[src/rtl/vid_pkg.sv]
// +----------------------------------------------------------------------+
// | vid_pkg: shared types and default timing for the ZX raster generator |
// | Revision: 1.0                                                        |
// +----------------------------------------------------------------------+
`default_nettype none

package vid_pkg;

    localparam int CNT_W = 10;

    localparam int DEF_H_TOTAL      = 448;
    localparam int DEF_H_ACTIVE     = 256;
    localparam int DEF_H_SYNC_START = 320;
    localparam int DEF_H_SYNC_LEN   = 32;
    localparam int DEF_V_TOTAL      = 320;
    localparam int DEF_V_ACTIVE     = 192;
    localparam int DEF_V_SYNC_START = 240;
    localparam int DEF_V_SYNC_LEN   = 16;

    typedef struct packed {
        logic [1:0] r;
        logic [1:0] g;
        logic [1:0] b;
    } rgb222_t;

    typedef enum logic [1:0] {
        SOLID   = 2'd0,
        BARS    = 2'd1,
        CHECKER = 2'd2,
        SCROLL  = 2'd3
    } vid_mode_e;

    // ZX GRB attribute bits to full-intensity 2:2:2 colour.
    function automatic rgb222_t zx_expand(input logic [2:0] grb);
        rgb222_t c;
        c.r = {2{grb[1]}};
        c.g = {2{grb[2]}};
        c.b = {2{grb[0]}};
        return c;
    endfunction

endpackage

`default_nettype wire

[src/rtl/vid_axis_cnt.sv]
// +----------------------------------------------------------------------+
// | vid_axis_cnt: wrapping raster axis counter with active/sync decode   |
// | Revision: 1.0                                                        |
// +----------------------------------------------------------------------+
`default_nettype none

module vid_axis_cnt
    import vid_pkg::*;
#(
    parameter int TOTAL      = DEF_H_TOTAL,
    parameter int ACTIVE     = DEF_H_ACTIVE,
    parameter int SYNC_START = DEF_H_SYNC_START,
    parameter int SYNC_LEN   = DEF_H_SYNC_LEN
) (
    input  logic             clk,
    input  logic             rst_n,
    input  logic             adv,
    output logic [CNT_W-1:0] cnt,
    output logic             wrap,
    output logic             active,
    output logic             sync
);

    // Decodes are done one bit wider so parameters equal to 1024 still compare correctly.
    localparam logic [CNT_W-1:0] C_LAST       = CNT_W'(TOTAL - 1);
    localparam logic [CNT_W:0]   C_ACTIVE     = (CNT_W+1)'(ACTIVE);
    localparam logic [CNT_W:0]   C_SYNC_START = (CNT_W+1)'(SYNC_START);
    localparam logic [CNT_W+1:0] C_SYNC_END   = (CNT_W+2)'(SYNC_START + SYNC_LEN);

    logic [CNT_W-1:0] r_cnt;
    logic             w_at_last;

    assign w_at_last = (r_cnt == C_LAST);
    assign wrap      = adv && w_at_last;
    assign cnt       = r_cnt;
    assign active    = ({1'b0, r_cnt} < C_ACTIVE);
    assign sync      = ({1'b0, r_cnt} >= C_SYNC_START) && ({2'b00, r_cnt} < C_SYNC_END);

    always_ff @(posedge clk) begin
        if (!rst_n) begin
            r_cnt <= '0;
        end else if (adv) begin
            r_cnt <= w_at_last ? '0 : r_cnt + 1'b1;
        end
    end

endmodule

`default_nettype wire

[src/rtl/zx_vidgen.sv]
// +----------------------------------------------------------------------+
// | zx_vidgen: ZX-style 2:2:2 raster and test-pattern generator          |
// | Option macro VIDGEN_BORDER_EN adds a frame-latched border colour.    |
// | Revision: 1.0                                                        |
// +----------------------------------------------------------------------+
`default_nettype none

module zx_vidgen
    import vid_pkg::*;
#(
    parameter int H_TOTAL      = DEF_H_TOTAL,
    parameter int H_ACTIVE     = DEF_H_ACTIVE,
    parameter int H_SYNC_START = DEF_H_SYNC_START,
    parameter int H_SYNC_LEN   = DEF_H_SYNC_LEN,
    parameter int V_TOTAL      = DEF_V_TOTAL,
    parameter int V_ACTIVE     = DEF_V_ACTIVE,
    parameter int V_SYNC_START = DEF_V_SYNC_START,
    parameter int V_SYNC_LEN   = DEF_V_SYNC_LEN
) (
    input  logic       clk,
    input  logic       rst_n,
    input  logic [1:0] mode,
    input  logic [5:0] color,
`ifdef VIDGEN_BORDER_EN
    input  logic [2:0] border,
`endif
    output logic       hsync,
    output logic       vsync,
    output logic [1:0] red,
    output logic [1:0] grn,
    output logic [1:0] blu,
    output logic       frame_start
);

    logic [CNT_W-1:0] w_h_cnt;
    logic [CNT_W-1:0] w_v_cnt;
    logic             w_h_wrap;
    logic             w_v_wrap;
    logic             w_h_act;
    logic             w_v_act;
    logic             w_h_sync;
    logic             w_v_sync;

    vid_axis_cnt #(
        .TOTAL      (H_TOTAL),
        .ACTIVE     (H_ACTIVE),
        .SYNC_START (H_SYNC_START),
        .SYNC_LEN   (H_SYNC_LEN)
    ) u_h_cnt (
        .clk    (clk),
        .rst_n  (rst_n),
        .adv    (1'b1),
        .cnt    (w_h_cnt),
        .wrap   (w_h_wrap),
        .active (w_h_act),
        .sync   (w_h_sync)
    );

    vid_axis_cnt #(
        .TOTAL      (V_TOTAL),
        .ACTIVE     (V_ACTIVE),
        .SYNC_START (V_SYNC_START),
        .SYNC_LEN   (V_SYNC_LEN)
    ) u_v_cnt (
        .clk    (clk),
        .rst_n  (rst_n),
        .adv    (w_h_wrap),
        .cnt    (w_v_cnt),
        .wrap   (w_v_wrap),
        .active (w_v_act),
        .sync   (w_v_sync)
    );

    vid_mode_e r_mode;
    rgb222_t   r_color;
    logic [7:0] r_fcnt;
    rgb222_t   r_pix;
    logic      r_hsync;
    logic      r_vsync;
    logic      r_frame_start;

    logic      w_first;
    logic      w_active;
    vid_mode_e w_mode;
    rgb222_t   w_color;
    logic [7:0] w_x;
    logic      w_y3;
    logic [5:0] w_scroll;
    rgb222_t   w_pix;

    assign w_first  = (w_h_cnt == '0) && (w_v_cnt == '0);
    assign w_active = w_h_act && w_v_act;

    // At (0,0) the pattern uses the live inputs so the capture applies to this very pixel.
    assign w_mode   = w_first ? vid_mode_e'(mode) : r_mode;
    assign w_color  = w_first ? rgb222_t'(color) : r_color;

    assign w_x      = w_h_cnt[7:0];
    assign w_y3     = w_v_cnt[3];
    assign w_scroll = 6'((w_x + r_fcnt) >> 2);

`ifdef VIDGEN_BORDER_EN
    logic [2:0] r_border;
    logic [2:0] w_border;

    assign w_border = w_first ? border : r_border;

    always_ff @(posedge clk) begin
        if (!rst_n) begin
            r_border <= '0;
        end else if (w_first) begin
            r_border <= border;
        end
    end
`endif

    always_comb begin
        w_pix = '0;
        if (w_active) begin
            case (w_mode)
                SOLID:   w_pix = w_color;
                BARS:    w_pix = zx_expand(w_x[7:5]);
                CHECKER: w_pix = (w_x[3] ^ w_y3) ? w_color : '0;
                SCROLL:  w_pix = rgb222_t'(w_scroll);
                default: w_pix = '0;
            endcase
        end
`ifdef VIDGEN_BORDER_EN
        else if (!w_h_sync && !w_v_sync) begin
            w_pix = zx_expand(w_border);
        end
`endif
    end

    always_ff @(posedge clk) begin
        if (!rst_n) begin
            r_mode  <= SOLID;
            r_color <= '0;
            r_fcnt  <= '0;
        end else begin
            if (w_first) begin
                r_mode  <= vid_mode_e'(mode);
                r_color <= rgb222_t'(color);
            end
            if (w_h_wrap && w_v_wrap) begin
                r_fcnt <= r_fcnt + 8'd1;
            end
        end
    end

    always_ff @(posedge clk) begin
        if (!rst_n) begin
            r_pix         <= '0;
            r_hsync       <= 1'b0;
            r_vsync       <= 1'b0;
            r_frame_start <= 1'b0;
        end else begin
            r_pix         <= w_pix;
            r_hsync       <= w_h_sync;
            r_vsync       <= w_v_sync;
            r_frame_start <= w_first;
        end
    end

    assign hsync       = r_hsync;
    assign vsync       = r_vsync;
    assign red         = r_pix.r;
    assign grn         = r_pix.g;
    assign blu         = r_pix.b;
    assign frame_start = r_frame_start;

endmodule

`default_nettype wire

[config.mk]
export PLATFORM = sky130hd
export DESIGN_NAME = zx_vidgen
export DESIGN_NICKNAME = d
export VERILOG_FILES = /design/src/rtl/vid_pkg.sv /design/src/rtl/vid_axis_cnt.sv /design/src/rtl/zx_vidgen.sv
export SDC_FILE = /design/constraint.sdc
export NUM_CORES = 1
export LEC_CHECK = 0
export BUFFER_PORTS_ARGS = -buffer_cell sky130_fd_sc_hd__buf_2
export CAP_MARGIN = 20
export CORE_UTILIZATION = 40
export CTS_CLUSTER_DIAMETER = 150
export DETAILED_ROUTE_END_ITERATION = 10
export SETUP_SLACK_MARGIN = 0.1
export SYNTH_ARGS = -nofsm -noshare
export SYNTH_HDL_FRONTEND = slang
export SYNTH_SLANG_ARGS = --single-unit
[constraint.sdc]
create_clock -name clk -period 3.3 [get_ports clk]
set_input_delay 0.165 -clock clk [delete_from_list [all_inputs] [get_ports clk]]
set_output_delay 0.165 -clock clk [all_outputs]
set_load 0.005 [all_outputs]
==> flow_metrics.py, run 1 <==
metrics = {
    "routing": {
        "first_pass_iters": 4,
        "drc": 0,
        "num_vias": 1923,
        "wl_per_cell_um": 13.9,
        "detail-route-antenna-nets": 0,
        "drt-total-wl_mm": 5.06,
        "vias_per_cell": 5.28,
        "drt_iter0_drc": 66,
    },
    "clock_network": {
        "cts_max_level": 2,
        "cts_tree": "done",
        "clock-root-buffer": "clkbuf_8",
        "cts_setup_buffers": 0,
        "cts_buffer_depth": 2,
        "cts.clk_slew.worst_paths_ns": 0.09,
        "numClockSinks": 45,
        "cts-buffers-inserted": 5,
        "ctsHoldBuffers": 0,
        "ctsResizeCount": 0,
        "clock_latency_ns": 0.30,
    },
    "synth": {
        "syn_nets": 299,
        "synth_edf_count": 0,
        "ys_types": 45,
        "synth_top_cell_by_area": "dfxtp_1",
        "synthFlopType": "dfxtp_1",
        "ys_seq_elements": 45,
        "yosysSeqAreaShare_pct": 37.2,
        "synth_cells": 278,
        "synth_top_area_share_pct": 37.2,
        "synthesis.area_mm2": 0.00242,
        "synth_area_leaders": "dfxtp_1 37%, xnor2_1 6.1%, ha_1 5.7%",
        "async_reset_ff_share_pct": 0,
        "synth_commonest_cells": "45 x dfxtp_1, 35 x nand2_1, 23 x nor2_1",
        "yosys_warnings": 0,
        "synth_area_per_cell_um2": 8.71,
        "synth.most_common_cell": "dfxtp_1",
    },
    "final_layout": {
        "drive_gt1_share_pct": 10.6,
        "utilization_pct": 46.6,
        "multiInputGateArea_mm2": 0.00142,
        "seqCellArea_um2": 901,
        "num-fill-cells": 574,
        "areaGrowthSynthToFinish_pct": 9.25,
        "diodes": 0,
        "num-nets-final": 313,
    },
    "worst_hold_path": {
        "hp-class": "in -> reg",
    },
    "die": {
        "die_x_um": 79.8,
        "start_util_pct": 42.7,
        "num_rows": 27,
        "fp.coreArea_mm2": 0.00568,
        "ios": 19,
        "die-area_mm2": 0.00637,
        "die_height_um": 79.8,
    },
    "power": {
        "p_comb_share_pct": 11.5,
        "ir_worst_vdd_uv": 161,
        "p_clk_share_pct": 36.2,
        "intPower_mw": 0.839,
        "sw_frac_of_total_pct": 24.2,
        "powerDensity_mw_per_mm2": 419,
        "p_switching_mw": 0.268,
        "seqPwrFrac_pct": 52.2,
        "p_leak_nw": 1.09,
    },
    "run_status": {
        "status": "finished, final reports clean",
    },
    "sta": {
        "finalHoldViolations": 0,
        "setup_ws_ns": 0.958,
        "rsz0062_at_grt": "no",
        "final.setup.tns_ns": 0,
        "relSlewSlack_pct": 70.7,
        "setup_viol": 0,
        "worstMarginPinSlew_ns": 0.440,
        "timing.final.crit_period_ns": 2.34,
        "max_freq_mhz": 427,
        "period_share_pct": 71.0,
        "drv_slew": 0,
        "hold_slack_ns": 0.130,
        "fin_skew_ns": 0.0110,
    },
    "grt": {
        "grt_antenna_before_repair": 0,
        "grt_max_degree": 26,
        "grt_first_pass_wirelength_mm": 8.52,
        "grt_usage_pct": 17.5,
        "grt_pass1_vias": 1783,
        "overflow": 0,
    },
    "critical_path": {
        "cp_data_required_time_ns": 3.50,
        "cp-end-kind": "flip-flop",
        "critical_path_class": "reg -> reg",
        "path_max_fanout": 18,
        "critPathLaunchType": "flip-flop",
        "worstPathArrival_ns": 2.54,
    },
    "flow_run": {
        "drv_cap": 0,
    },
    "placed_design": {
        "port_buffers": 18,
        "dp_slack_ns": 0.964,
        "dp_hpwl_mm": 3.74,
        "gp_congestion": 0.777,
    },
}
power by group through the flow:
stage	clock [mW]	combinational, mW	sequential (mW)
3_3_place_gp	0	0.128	0.590
5_1_grt	0.441	0.144	0.581
2_1_floorplan	0	0.0982	0.587
4_1_cts	0.418	0.130	0.579
3_5_place_dp	0	0.129	0.591
6_report	0.401	0.128	0.578
final cells by class:
cell class              count  share of cell area, %
clock buffers               5                   2.60
clock inverters             2                   1.32
inverters                   9                   1.28
multi-input cells         212                   53.7
flip-flops and latches     45                   34.0
well taps                  72                   3.40
repair buffers             19                   3.69
layout by cell type, fill, tap and decap left out, types with 4 or more instances in the layout:
cell	Yosys	routed
clkbuf_8	0	5
nor2_1	23	23
nand2_1	35	35
buf_2	3	18
a21boi_0	9	9
mux2i_1	4	4
ha_1	11	11
xnor2_1	17	17
a21oi_1	11	11
nor4_1	6	6
or3_1	4	4
nand4_1	4	4
dfxtp_1	45	45
and3_1	5	5
nand2b_1	5	5
and2_1	12	12
nand3_1	11	11
xor2_1	12	12
inv_1	9	9
o21ai_0	6	6
metal layers:
metal | global-route usage [%] | routed length [um] | vias up
met5 | 0 | 0 | -
met4 | 6.43 | 60 | 0
met3 | 3.09 | 146 | 4
met2 | 29.1 | 2420 | 37
met1 | 22.5 | 2440 | 887
li1 | - | - | 995
worst max-delay path: stages, from the launching register on:
cell      delay [ns]
dfxtp_1         0.43
nor4_1          0.29
nand2_1         0.16
nor4_4          0.29
buf_4           0.25
mux2i_1         0.38
nand4_1         0.15
a311oi_1        0.29
final timing paths:
path / startpoint / slack (ns) / cells after the start / end
max: u_h_cnt.cnt[6]$_SDFF_PP0_ / 0.96 / 7 / red[1]$_SDFF_PN0_
min: color[3] / 0.13 / 3 / r_color[3]$_SDFF_PN0_
max reg2reg: u_h_cnt.cnt[6]$_SDFF_PP0_ / 0.96 / 7 / red[1]$_SDFF_PN0_
min reg2reg: r_color[0]$_SDFF_PN0_ / 0.47 / 2 / r_color[0]$_SDFF_PN0_
metrics by stage:
step | cell area, um^2 | total power [mW] | instances
5_1_grt | 2650 | 1.17 | 364
6_report | 2650 | 1.11 | 364
2_1_floorplan | 2420 | 0.685 | 278
3_5_place_dp | 2540 | 0.720 | 357
4_1_cts | 2650 | 1.13 | 364
3_3_place_gp | 2540 | 0.718 | 357
logic make-up after synthesis:
family,after synthesis,synth area share [%]
adder cells (fa/ha/maj),11,5.68
AO/OA/AOI/OAI,42,11.5
AND/OR/NAND/NOR,125,28.4
XOR/XNOR,29,10.5
flip-flops,45,37.2
buffers and inverters,21,4.18
multiplexers,5,2.58
state kept, by name (all words and copies together) (netlist names):
name / count
u_h_cnt.cnt: 10
u_v_cnt.cnt: 10
r_fcnt: 8
r_color: 6
blu: 2
grn: 2
r_mode: 2
red: 2
frame_start: 1
hsync: 1
vsync: 1
No activity file was read; power rests on OpenSTA's default activity.
==> inputs of run 2 (changes only) <==
- clock period: 3.3 -> 2.2 ns (I/O delays scaled with it)
==> run 2 against run 1 <==
  * Sequential power increased by 50%
  * Critical endpoint is now grn[1]$_SDFF_PN0_
  * Setup slack worse by 0.88 ns
  * Total power grew 56%
  * Global-route usage up 0.43 points
  * Critical path type unchanged
  * Clock-buffer cell count increased by 1
==> flow_metrics.py, run 2 (synthesized netlist as in run 1, its figures left out) <==
metrics = {
    "routing": {
        "first_pass_iters": 4,
        "vias_per_cell": 5.25,
        "num_vias": 2001,
        "detail-route-antenna-nets": 0,
        "drt_iter0_drc": 105,
        "wl_per_cell_um": 13.8,
        "drc": 0,
        "drt-total-wl_mm": 5.27,
    },
    "worst_hold_path": {
        "whs_endpoint": "r_color[5]$_SDFF_PN0_",
        "hp-class": "in -> reg",
        "hold_start": "color[5]",
        "hold_depth": 3,
    },
    "sta": {
        "drv_slew": 0,
        "finalHoldViolations": 0,
        "max_freq_mhz": 471,
        "worstMarginPinSlew_ns": 0.409,
        "hold_slack_ns": 0.0500,
        "setup_viol": 0,
        "fin_skew_ns": 0.0131,
        "rsz0062_at_grt": "yes",
        "setup_ws_ns": 0.0750,
        "relSlewSlack_pct": 72.7,
        "timing.final.crit_period_ns": 2.12,
        "period_share_pct": 96.6,
    },
    "power": {
        "p_switching_mw": 0.437,
        "power_mw": 1.72,
        "powerDensity_mw_per_mm2": 607,
        "seqPwrFrac_pct": 50.2,
        "p_leak_nw": 1.19,
        "sw_frac_of_total_pct": 25.4,
        "p_clk_share_pct": 37.1,
        "intPower_mw": 1.29,
        "ir_worst_vdd_uv": 291,
        "p_comb_share_pct": 12.6,
    },
    "clock_network": {
        "ctsHoldBuffers": 0,
        "cts_buffer_depth": 2,
        "cts_tree": "done",
        "cts.clk_slew.worst_paths_ns": 0.09,
        "cts_max_level": 2,
        "clock-root-buffer": "clkbuf_8",
        "cts-buffers-inserted": 5,
        "numClockSinks": 45,
        "clock_latency_ns": 0.31,
    },
    "die": {
        "fp.coreArea_mm2": 0.00568,
        "die_height_um": 79.8,
        "ios": 19,
        "start_util_pct": 42.7,
        "num_rows": 27,
        "die-area_mm2": 0.00637,
        "die_x_um": 79.8,
    },
    "critical_path": {
        "worstPathArrival_ns": 2.34,
        "reg2reg_depth": 6,
        "cp_data_required_time_ns": 2.41,
        "rrSetupSlack_ns": 0.08,
        "rr_startpoint": "u_v_cnt.cnt[4]$_SDFFE_PN0N_",
        "crit_path_max_incr_delay_ns": 0.63,
        "cp-end-kind": "flip-flop",
        "path_max_fanout": 6,
        "r2r-end": "grn[1]$_SDFF_PN0_",
        "critPathSlowestCell": "or4_4",
        "critical_path_class": "reg -> reg",
        "critPathLaunchType": "flip-flop",
        "cpMostUsedCell": "or4_4",
        "path_cells": "or4_4, or4_4, buf_6, nor4_2, or3_1, a21oi_1",
    },
    "placed_design": {
        "port_buffers": 18,
        "place_inst": 367,
        "gp_congestion": 0.805,
        "place_area_mm2": 0.00262,
        "dp_hpwl_mm": 3.73,
        "dp_slack_ns": 0.0850,
    },
    "grt": {
        "grt_max_degree": 25,
        "overflow": 0,
        "grt_pass1_vias": 1877,
        "grt_first_pass_wirelength_mm": 8.67,
        "grt_antenna_before_repair": 0,
        "grt_usage_pct": 17.9,
    },
    "final_layout": {
        "num-fill-cells": 541,
        "drive_gt1_share_pct": 20.7,
        "num-nets-final": 329,
        "multiInputGateArea_mm2": 0.00147,
        "diodes": 0,
        "final_common_cell": "dfxtp_1",
        "design_area_mm2": 0.00284,
        "final_cell_mix": "40 x dfxtp_1, 33 x nand2_1, 23 x nor2_1, 18 x buf_2, 17 x xnor2_1",
        "seqCellArea_um2": 912,
        "final_cells": 381,
        "areaGrowthSynthToFinish_pct": 17.3,
    },
    "run_status": {
        "status": "finished, final reports clean",
    },
    "flow_run": {
        "drv_cap": 0,
    },
}
[run 2: cell count changes in the layout (fill, tap and decap cells not counted), sizes merged]
cell    delta
clkbuf     +1
buf       +16
[run 2: final cells by class]
| type | count | area share [%] |
|---|---|---|
| multi-input cells | 212 | 51.8 |
| repair buffers | 35 | 7.79 |
| clock inverters | 2 | 1.37 |
| flip-flops and latches | 45 | 32.1 |
| inverters | 9 | 1.19 |
| well taps | 72 | 3.17 |
| clock buffers | 6 | 2.55 |
[run 2: worst max path at each step]
| stage | from | to | slack [ns] | cells past startpoint |
|---|---|---|---|---|
| finish | u_v_cnt.cnt[4]$_SDFFE_PN0N_ | grn[1]$_SDFF_PN0_ | 0.08 | 6 |
| detailed placement | u_v_cnt.cnt[2]$_SDFFE_PN0N_ | grn[0]$_SDFF_PN0_ | 0.08 | 6 |
| global placement | u_v_cnt.cnt[2]$_SDFFE_PN0N_ | red[1]$_SDFF_PN0_ | 0.08 | 5 |
| CTS | u_h_cnt.cnt[4]$_SDFF_PP0_ | grn[0]$_SDFF_PN0_ | 0.08 | 5 |
| global route | u_v_cnt.cnt[4]$_SDFFE_PN0N_ | grn[1]$_SDFF_PN0_ | -0.008 | 6 |
| floorplan | u_h_cnt.cnt[6]$_SDFF_PP0_ | red[1]$_SDFF_PN0_ | 0.11 | 7 |
[run 2: power by group through the flow]
stage | logic, mW | registers, mW | clock network [mW]
3_5_place_dp | 0.193 | 0.886 | 0
2_1_floorplan | 0.147 | 0.880 | 0
6_report | 0.218 | 0.866 | 0.640
4_1_cts | 0.212 | 0.866 | 0.658
3_3_place_gp | 0.192 | 0.886 | 0
5_1_grt | 0.244 | 0.870 | 0.692
[run 2: worst max-delay path, delay by kind of cell, from the launching register on]
family          cells  cell delay (ns)
flops               1             0.35
buf+inv             1             0.17
compound gates      1             0.04
simple gates        4             1.49
[run 2: timing repair]
item	CTS	global route
gates resized for setup	7	18
setup buffers	4	2
pin swaps	4	6
setup endpoints to repair	2	14
[run 2: layer usage]
| metal | vias up | global-route usage [%] | part of all wire (%) |
|---|---|---|---|
| met3 | 5 | 3.77 | 3.9 |
| met1 | 930 | 21.9 | 48 |
| li1 | 1026 | - | - |
| met5 | - | 0 | 0 |
| met2 | 40 | 30.6 | 47 |
| met4 | 0 | 6.96 | 1.3 |
[run 2: metrics by stage]
stage,util (%),TNS [ns]
global route,50.1,-0.00811
detailed placement,46.1,0
global placement,46.1,0
floorplan,-,0
finish,50.1,0
CTS,48.9,0
